## config.mk

```make
export PLATFORM = sky130hd
export DESIGN_NAME = fetch_stage_flat
export DESIGN_NICKNAME = d
export VERILOG_FILES = /design/src/rtl/pa_risc_pkg.sv /design/src/rtl/fetch_stage_if.sv /design/src/rtl/fetch_stage_if_id_register.sv /design/src/rtl/fetch_stage.sv /design/src/flat_wrapper.sv
export SDC_FILE = /design/constraint.sdc
export NUM_CORES = 1
export LEC_CHECK = 0
export ABC_AREA = 0
export BUFFER_PORTS_ARGS = -buffer_cell sky130_fd_sc_hd__buf_4
export CORE_UTILIZATION = 40
export DETAILED_ROUTE_END_ITERATION = 7
export GPL_TIMING_DRIVEN = 0
export PLACE_DENSITY = 0.62
export SLEW_MARGIN = 30
export SYNTH_ARGS = -nofsm -noshare
export SYNTH_HDL_FRONTEND = slang
export SYNTH_SLANG_ARGS = --single-unit
export TNS_END_PERCENT = 10
```

## constraint.sdc

```tcl
create_clock -name clk -period 3.2 [get_ports clk]
set_input_delay 0.16 -clock clk [delete_from_list [all_inputs] [get_ports clk]]
set_output_delay 0.16 -clock clk [all_outputs]
set_load 0.01 [all_outputs]
```

## src/rtl/pa_risc_pkg.sv

```systemverilog
// Shared PA-RISC pipeline definitions: the NOP encoding, the PC increment,
// the fetch FSM state encoding and the major opcodes that decode also uses.
package pa_risc_pkg;

  localparam logic [31:0] NOP_INSTR = 32'h0000_0000;
  localparam int          PC_INC    = 4;

  typedef enum logic {
    RUN  = 1'b0,
    PEND = 1'b1
  } fetch_state_t;

  // Major opcode field: the 6 most significant bits of the instruction word
  localparam logic [5:0] OP_BL    = 6'b111010;
  localparam logic [5:0] OP_COMBT = 6'b100000;
  localparam logic [5:0] OP_COMBF = 6'b100010;

  function automatic logic [5:0] major_opcode(input logic [31:0] instr);
    return instr[31:26];
  endfunction

endpackage

```

## src/rtl/fetch_stage_if.sv

```systemverilog
// Fetch-stage bundle: hazard/branch controls, the instruction ROM port,
// the PC pair and the IF/ID latch outputs.
interface fetch_stage_if #(
  parameter int PC_W    = 32,
  parameter int IMEM_AW = 9
);
  logic               le;
  logic               branch_taken;
  logic [PC_W-1:0]    branch_target;
  logic               nullify;
  logic [IMEM_AW-1:0] imem_addr;
  logic [31:0]        imem_data;
  logic [PC_W-1:0]    pc_front;
  logic [PC_W-1:0]    pc_back;
  logic [31:0]        id_instr;
  logic [PC_W-1:0]    id_pc;
  logic               id_valid;
  logic               branch_pending;

  modport master (
    input  le, branch_taken, branch_target, nullify, imem_data,
    output imem_addr, pc_front, pc_back, id_instr, id_pc, id_valid, branch_pending
  );

  modport slave (
    output le, branch_taken, branch_target, nullify, imem_data,
    input  imem_addr, pc_front, pc_back, id_instr, id_pc, id_valid, branch_pending
  );
endinterface

```

## src/rtl/fetch_stage_if_id_register.sv

```systemverilog
// IF/ID pipeline latch: captures the fetched word and its PC on advance,
// substituting a NOP and clearing valid when the slot is nullified.
module if_id_register
  import pa_risc_pkg::*;
#(
  parameter int PC_W = 32
) (
  input  logic            clk,
  input  logic            reset,
  input  logic            le,
  input  logic            nullify,
  input  logic [31:0]     instr,
  input  logic [PC_W-1:0] pc,
  output logic [31:0]     id_instr,
  output logic [PC_W-1:0] id_pc,
  output logic            id_valid
);

  logic [31:0]     instr_reg;
  logic [PC_W-1:0] pc_reg;
  logic            valid_reg;

  always_ff @(posedge clk) begin
    if (reset) begin
      instr_reg <= NOP_INSTR;
      pc_reg    <= '0;
      valid_reg <= 1'b0;
    end else if (le) begin
      instr_reg <= nullify ? NOP_INSTR : instr;
      pc_reg    <= pc;
      valid_reg <= ~nullify;
    end
  end

  assign id_instr = instr_reg;
  assign id_pc    = pc_reg;
  assign id_valid = valid_reg;

endmodule

```

## src/rtl/fetch_stage.sv

```systemverilog
// PA-RISC instruction fetch: PCFront/PCBack pair with one delay slot,
// a pending-branch FSM that holds a target resolved during a stall.
module fetch_stage
  import pa_risc_pkg::*;
#(
  parameter int          PC_W     = 32,
  parameter int          IMEM_AW  = 9,
  parameter logic [31:0] RESET_PC = 32'h0
) (
  input logic                clk,
  input logic                reset,
  fetch_stage_if.master      bus
);

  localparam logic [PC_W-1:0] INC       = PC_W'(PC_INC);
  localparam logic [PC_W-1:0] ALIGN     = ~PC_W'(3);
  localparam logic [PC_W-1:0] PC_FRONT0 = PC_W'(RESET_PC);

  fetch_state_t    state_reg, state_next;
  logic [PC_W-1:0] pc_front_reg, pc_back_reg, pc_back_next;
  logic [PC_W-1:0] pend_target_reg, pend_target_next;

  always_ff @(posedge clk) begin
    if (reset) begin
      state_reg       <= RUN;
      pend_target_reg <= '0;
      pc_front_reg    <= PC_FRONT0;
      pc_back_reg     <= PC_FRONT0 + INC;
    end else begin
      state_reg       <= state_next;
      pend_target_reg <= pend_target_next;
      if (bus.le) begin
        pc_front_reg <= pc_back_reg;
        pc_back_reg  <= pc_back_next;
      end
    end
  end

  // A branch resolved this cycle takes priority over one held from a stall
  always_comb begin
    state_next       = state_reg;
    pend_target_next = pend_target_reg;
    pc_back_next     = pc_back_reg + INC;
    if (bus.le) begin
      state_next = RUN;
      if (bus.branch_taken)
        pc_back_next = bus.branch_target & ALIGN;
      else if (state_reg == PEND)
        pc_back_next = pend_target_reg;
    end else if (bus.branch_taken) begin
      state_next       = PEND;
      pend_target_next = bus.branch_target & ALIGN;
    end
  end

  if_id_register #(.PC_W(PC_W)) u_if_id (
    .clk      (clk),
    .reset    (reset),
    .le       (bus.le),
    .nullify  (bus.nullify),
    .instr    (bus.imem_data),
    .pc       (pc_front_reg),
    .id_instr (bus.id_instr),
    .id_pc    (bus.id_pc),
    .id_valid (bus.id_valid)
  );

  assign bus.imem_addr      = pc_front_reg[IMEM_AW-1:0];
  assign bus.pc_front       = pc_front_reg;
  assign bus.pc_back        = pc_back_reg;
  assign bus.branch_pending = (state_reg == PEND);

endmodule

```

## src/flat_wrapper.sv

```systemverilog
// flat-port wrapper written by rule: the top's interface ports become plain ports
module fetch_stage_flat import pa_risc_pkg::*;
#(
  parameter int          PC_W     = 32,
  parameter int          IMEM_AW  = 9,
  parameter logic [31:0] RESET_PC = 32'h0
)
  (clk, reset, bus_le, bus_branch_taken, bus_branch_target, bus_nullify, bus_imem_data, bus_imem_addr, bus_pc_front, bus_pc_back, bus_id_instr, bus_id_pc, bus_id_valid, bus_branch_pending);
  fetch_stage_if #(.PC_W(PC_W), .IMEM_AW(IMEM_AW)) bus_i ();
  input logic clk;
  input logic reset;
  input wire logic [$bits(bus_i.le)-1:0] bus_le;
  input wire logic [$bits(bus_i.branch_taken)-1:0] bus_branch_taken;
  input wire logic [$bits(bus_i.branch_target)-1:0] bus_branch_target;
  input wire logic [$bits(bus_i.nullify)-1:0] bus_nullify;
  input wire logic [$bits(bus_i.imem_data)-1:0] bus_imem_data;
  output wire logic [$bits(bus_i.imem_addr)-1:0] bus_imem_addr;
  output wire logic [$bits(bus_i.pc_front)-1:0] bus_pc_front;
  output wire logic [$bits(bus_i.pc_back)-1:0] bus_pc_back;
  output wire logic [$bits(bus_i.id_instr)-1:0] bus_id_instr;
  output wire logic [$bits(bus_i.id_pc)-1:0] bus_id_pc;
  output wire logic [$bits(bus_i.id_valid)-1:0] bus_id_valid;
  output wire logic [$bits(bus_i.branch_pending)-1:0] bus_branch_pending;
  assign bus_i.le = bus_le;
  assign bus_i.branch_taken = bus_branch_taken;
  assign bus_i.branch_target = bus_branch_target;
  assign bus_i.nullify = bus_nullify;
  assign bus_i.imem_data = bus_imem_data;
  assign bus_imem_addr = bus_i.imem_addr;
  assign bus_pc_front = bus_i.pc_front;
  assign bus_pc_back = bus_i.pc_back;
  assign bus_id_instr = bus_i.id_instr;
  assign bus_id_pc = bus_i.id_pc;
  assign bus_id_valid = bus_i.id_valid;
  assign bus_branch_pending = bus_i.branch_pending;
  fetch_stage #(.PC_W(PC_W), .IMEM_AW(IMEM_AW), .RESET_PC(RESET_PC)) u_core (.clk(clk), .reset(reset), .bus(bus_i));
endmodule
```

[Word level (Yosys, flattened, before mapping)]
Index checks and enable logic that the tools add are counted.
Word-level totals
  bits of input ports: 69
  register bits: 160
  word-level logic and storage cells: 15
  output and inout bits: 139
Operators by class
  muxes and demuxes: 3
  $add $sub $neg: 1
  bitwise gates (word level): 2
  reductions and logical operators: 2
Operators by type and width (number)
  $mux 32: 3
  $add 32x3->32 const B: 1
  $not 1->1: 2
  $reduce_and 2->1: 1
  $reduce_or 2->1: 1

[Logic depth before layout (Yosys ltp)]
  depth in word-level cells: 3
  mapped depth: 7
  gate-level depth less buffers: 5

[Cells and area by module]
From an unflattened synthesis, not the netlist that was laid out.
Unflattened totals
  cells, all modules: 796
  area total of the unflattened synthesis: 6867.8 µm²
Modules (own cells, without submodules)
  fetch_stage: instances 1, area each 4376.7 µm², seq. area each 1821.7 µm², cells each 548
  if_id_register: instances 1, area each 2491.1 µm², seq. area each 1301.2 µm², cells each 248

[Worst setup path before layout]
OpenSTA, ideal clock, no wires.
  path kind: reg2reg
  start: register u_core.pc_back_reg[9] (netlist: u_core.bus.pc_back[9])
  end: register u_core.pc_back_reg[30] (netlist: u_core.bus.pc_back[30])
  data arrival time: 1.807 ns
  setup time: 0.116 ns
  data required time: 3.084 ns
  buffers on the path: 0
  cell stages (with the launch flop): 5
  clock period less this slack: 1.922 ns
  setup slack: 1.278 ns
  path through: dfxtp_1 -> nand3_2 -> or4_4 -> or4_1 -> and3_1
On the way
  word-level cells in the longest chain between the ends: 3
RTL lines
  from (decl): RTL line fetch_stage.sv:20  | logic [PC_W-1:0] pc_front_reg, pc_back_reg, pc_back_next;
  from (signal assigned): RTL line fetch_stage.sv:28  | pc_back_reg <= PC_FRONT0 + INC;
  from (signal assigned): RTL line fetch_stage.sv:34  | pc_back_reg <= pc_back_next;
  $add 32x3->32: RTL line fetch_stage.sv:43  | pc_back_next = pc_back_reg + INC;
  $mux 32: RTL line fetch_stage.sv:48  | else if (state_reg == PEND)
  $mux 32: RTL line fetch_stage.sv:46  | if (bus.branch_taken)
Every way passes these cells.
A chain may end at the register's enable or synchronous reset.

[Worst setup path in the final report]
  start: register u_core.pc_back_reg[2] (netlist: u_core.bus.pc_back[2])
  end: register u_core.pc_back_reg[14] (netlist: u_core.bus.pc_back[14])
Same word-level chain as after synthesis.

==> metrics.md <==
| Metric | Value |
|---|---|
| Share of cells above drive strength 1 | `around 25%` |
| Top-area cell type share of the netlist area | `approximately 46%` |
| Number of I/O port buffers | `~190` |
| Die width | `131 um` |
| Initial DRT Pass Iterations | `5` |
| Main combinational cell family by area after synthesis | `compound AO/OA/AOI/OAI gates` |
| Max cap viols | `0` |
| Slew HR | `approximately 50%` |
| Antenna-violating nets left | `0` |
| Latest clock arrival within the worst-skew pair | `0.43 ns` |
| Setup TNS | `0 ns` |
| CTS tree | `built` |
| Max Root-Sink Buffers | `2` |
| Seq cells post-synth | `~150` |
| CTS Buf Count | `17` |
| Hold WC Path Type | `in2reg` |
| Register area share after synthesis | `approximately 46%` |
| F_max | `418 MHz` |
| Post-synth top flop | `dfxtp_1` |
| Top sig layer | `met4` |
| Total Wirelength | `approximately 22 mm` |
| Final Wtd Congestion | `0.859` |
| Initial antenna violation count | `0` |
| CP Launch Type | `register` |
| Via count | `between 6k and 7k` |
| Adder-Cell Fraction of Synth Area | `less than 1%` |
| Total GRT Usage | `roughly 25%` |
| Cells after DPL | `roughly 1.2k` |
| Final worst setup slack | `0.808 ns` |
| # IOs | `208` |
| Initial core utilization | `approximately 42%` |
| Final Hold Fails | `0` |
| Largest cells by area after synthesis | `dfxtp_1 46%, mux2i_1 9.5%, nand2_1 5.1%, a22o_1 5.0%, nor2_1 4.4%` |
| Final setup violation count | `0` |
| Grt ovf | `0` |
| Critical Path Fanout Max | `8` |
| Final-report max-slew violation count | `0` |
| H-tree levels | `4` |
| Core ar. | `16100 sq um` |
| Syn Inst Count | `approximately 740` |
| Clock transition at path regs | `~0.06 ns` |
| Met2 wire len | `slightly above 10 mm` |
| Worst Path Required | `between 3 and 4 ns` |
| Unrepaired setup endpoints after global routing | `false` |
| First-pass GRT wire length | `between 30 and 40 mm` |
| P per Cell Area | `between 500 and 600 nW/um^2` |
| Worst-margin pin slew | `a little over 0.7 ns` |
| Skew final | `about 0.0076 ns` |
| Worst hold margin | `0.0108 ns` |
| Worst EP arrival | `between 2 and 3 ns` |
| XOR/XNOR Fraction of Synth Area | `0.394%` |
| DRC viols | `0` |
| Placed Area | `around 8400 sq um` |
| Mux contribution to synthesized area | `9.45%` |
| Cell Area, Synth | `~6700 sq um` |
| Synth Area per Inst | `between 8 and 9 sq um` |
| DRT iter0 DRCs | `between 500 and 600` |
| Post-CTS setup buffer count | `0` |
| Crit. End Element | `register` |
| Crit path kind | `reg2reg` |
| Post-Route M1 WL | `9.71 mm` |
| Min Tclk post-route | `around 2.4 ns` |
| Max reg flops | `32` |
| Die Ht | `between 100 and 150 um` |
| CTS sink cnt | `between 150 and 200` |
| Hpwl dp | `between 15 and 20 mm` |
| Met3 wire len | `approximately 1.3 mm` |
| Final nets | `approximately 1.1k` |
| Post-synth top area cell | `dfxtp_1` |
| Final Cell Area | `about 9700 sq um` |
| Yosys cell types | `64` |
| Dpl ws | `0.934 ns` |
| Vias in the first global route | `between 6k and 7k` |
| Ys Warns | `0` |
| Vias/cell | `5.33` |
| Site row count | `46` |
| Asr flop ratio synth | `0%` |
| Post-Layout Cell Count | `roughly 1.2k` |
| Post-synth EDFFs | `0` |
| Leak | `between 4 and 5 nW` |
| Diodes inserted | `0` |
| Avg WL per Cell | `approximately 17 um` |
| FILL cells | `approximately 1.4k` |
| Largest net degree at the start of global routing | `17` |
| Die area | `between 15000 and 20000 sq um` |
| Compound-gate portion of the synthesized area | `a little under a fifth` |
| Final period utilization | `around 75%` |
| Status | `finished clean` |
| Synth Area in Simple Gates | `18.5%` |
| Max VDD drop | `approximately 0.00039 V` |
| P&R area growth vs syn | `44.7%` |
| Root Buffer | `clkbuf_16` |
-- repair_timing --
| item | CTS | global route |
|---|---|---|
| endpoints found under the hold margin | 57 | 0 |
| endpoints found under the setup margin | 0 | 0 |
| resized for setup | 0 | 0 |
| hold buffers | 56 | 0 |
-- final cells by class --
class / count / area [sq um] / area share (%)
clock inverters: 11 / 218 / 2.26
well taps: 216 / 270 / 2.80
inverters: 11 / 41.3 / 0.428
flip-flops and latches: 154 / 3080 / 31.9
plain buffers: 74 / 363 / 3.76
clock buffers: 21 / 450 / 4.67
repair buffers: 250 / 2020 / 20.9
multi-input cells: 510 / 3210 / 33.3
-- synth_stat cells, drive strengths merged (8+ instances only) --
master	count
nand3	17
buf	31
a21oi	46
nand2	90
a22o	38
dfxtp	154
inv	10
mux2i	63
nor2	78
nand4	8
a22oi	9
nor2b	10
o21ai	10
nor3	12
clkbuf	43
-- placed cells by master (no fill, tap or decap), types with 17 or more instances in the layout --
| master | count |
|---|---|
| dfxtp_1 | 154 |
| mux2i_1 | 63 |
| a22o_1 | 38 |
| buf_4 | 209 |
| clkbuf_16 | 17 |
| clkbuf_1 | 46 |
| dlygate4sd3_1 | 56 |
| a21oi_1 | 46 |
| nor2_1 | 78 |
| nand2_1 | 90 |
-- worst max-delay path, cell delays in order, from the launching register on --
cell     delay (ns)
dfxtp_1        0.48
ha_1           0.25
nand3_1        0.38
nor4_1         0.71
o21ai_0        0.16
a32o_1         0.30
-- stage by stage --
step	total power, mW	util, %
final	5.02	60.1
after global routing	5.21	60.1
after CTS	5.05	60.1
after detailed placement	2.72	52.5
after global placement	2.71	52.5
after floorplan	2.43	-
-- worst paths after layout --
kind	from	to	slack (ns)	depth (start not counted)
setup / recovery	u_core.bus.pc_back[2]$_SDFFE_PP1P_	u_core.bus.pc_back[14]$_SDFFE_PP0P_	0.81	5
hold / removal	bus_branch_target[21]	u_core.pend_target_reg[21]$_SDFFE_PP0P_	0.01	3
setup reg to reg	u_core.bus.pc_back[2]$_SDFFE_PP1P_	u_core.bus.pc_back[14]$_SDFFE_PP0P_	0.81	5
hold reg to reg	u_core.pend_target_reg[20]$_SDFFE_PP0P_	u_core.pend_target_reg[20]$_SDFFE_PP0P_	0.45	2
-- routing by layer --
layer / global-route usage (%) / up-vias
met2: 41.5 / 273
li1: - / 3223
met5: 0 / -
met3: 5.36 / 42
met1: 32.4 / 3103
met4: 10.3 / 0
-- power breakdown --
group          internal, mW  switching (mW)  leakage (nW)
combinational         0.323           0.319          2.59
sequential             2.00          0.0925          1.26
clock                  1.48           0.801         0.317
total                  3.81            1.21          4.17
-- logic make-up after synthesis --
family                   Yosys count
AO/OA/AOI/OAI                    174
XOR/XNOR                           3
adder cells (fa/ha/maj)            1
buffers and inverters             85
multiplexers                      63
flip-flops                       154
other                              1
AND/OR/NAND/NOR                  261
No activity file was read; power rests on OpenSTA's default activity.
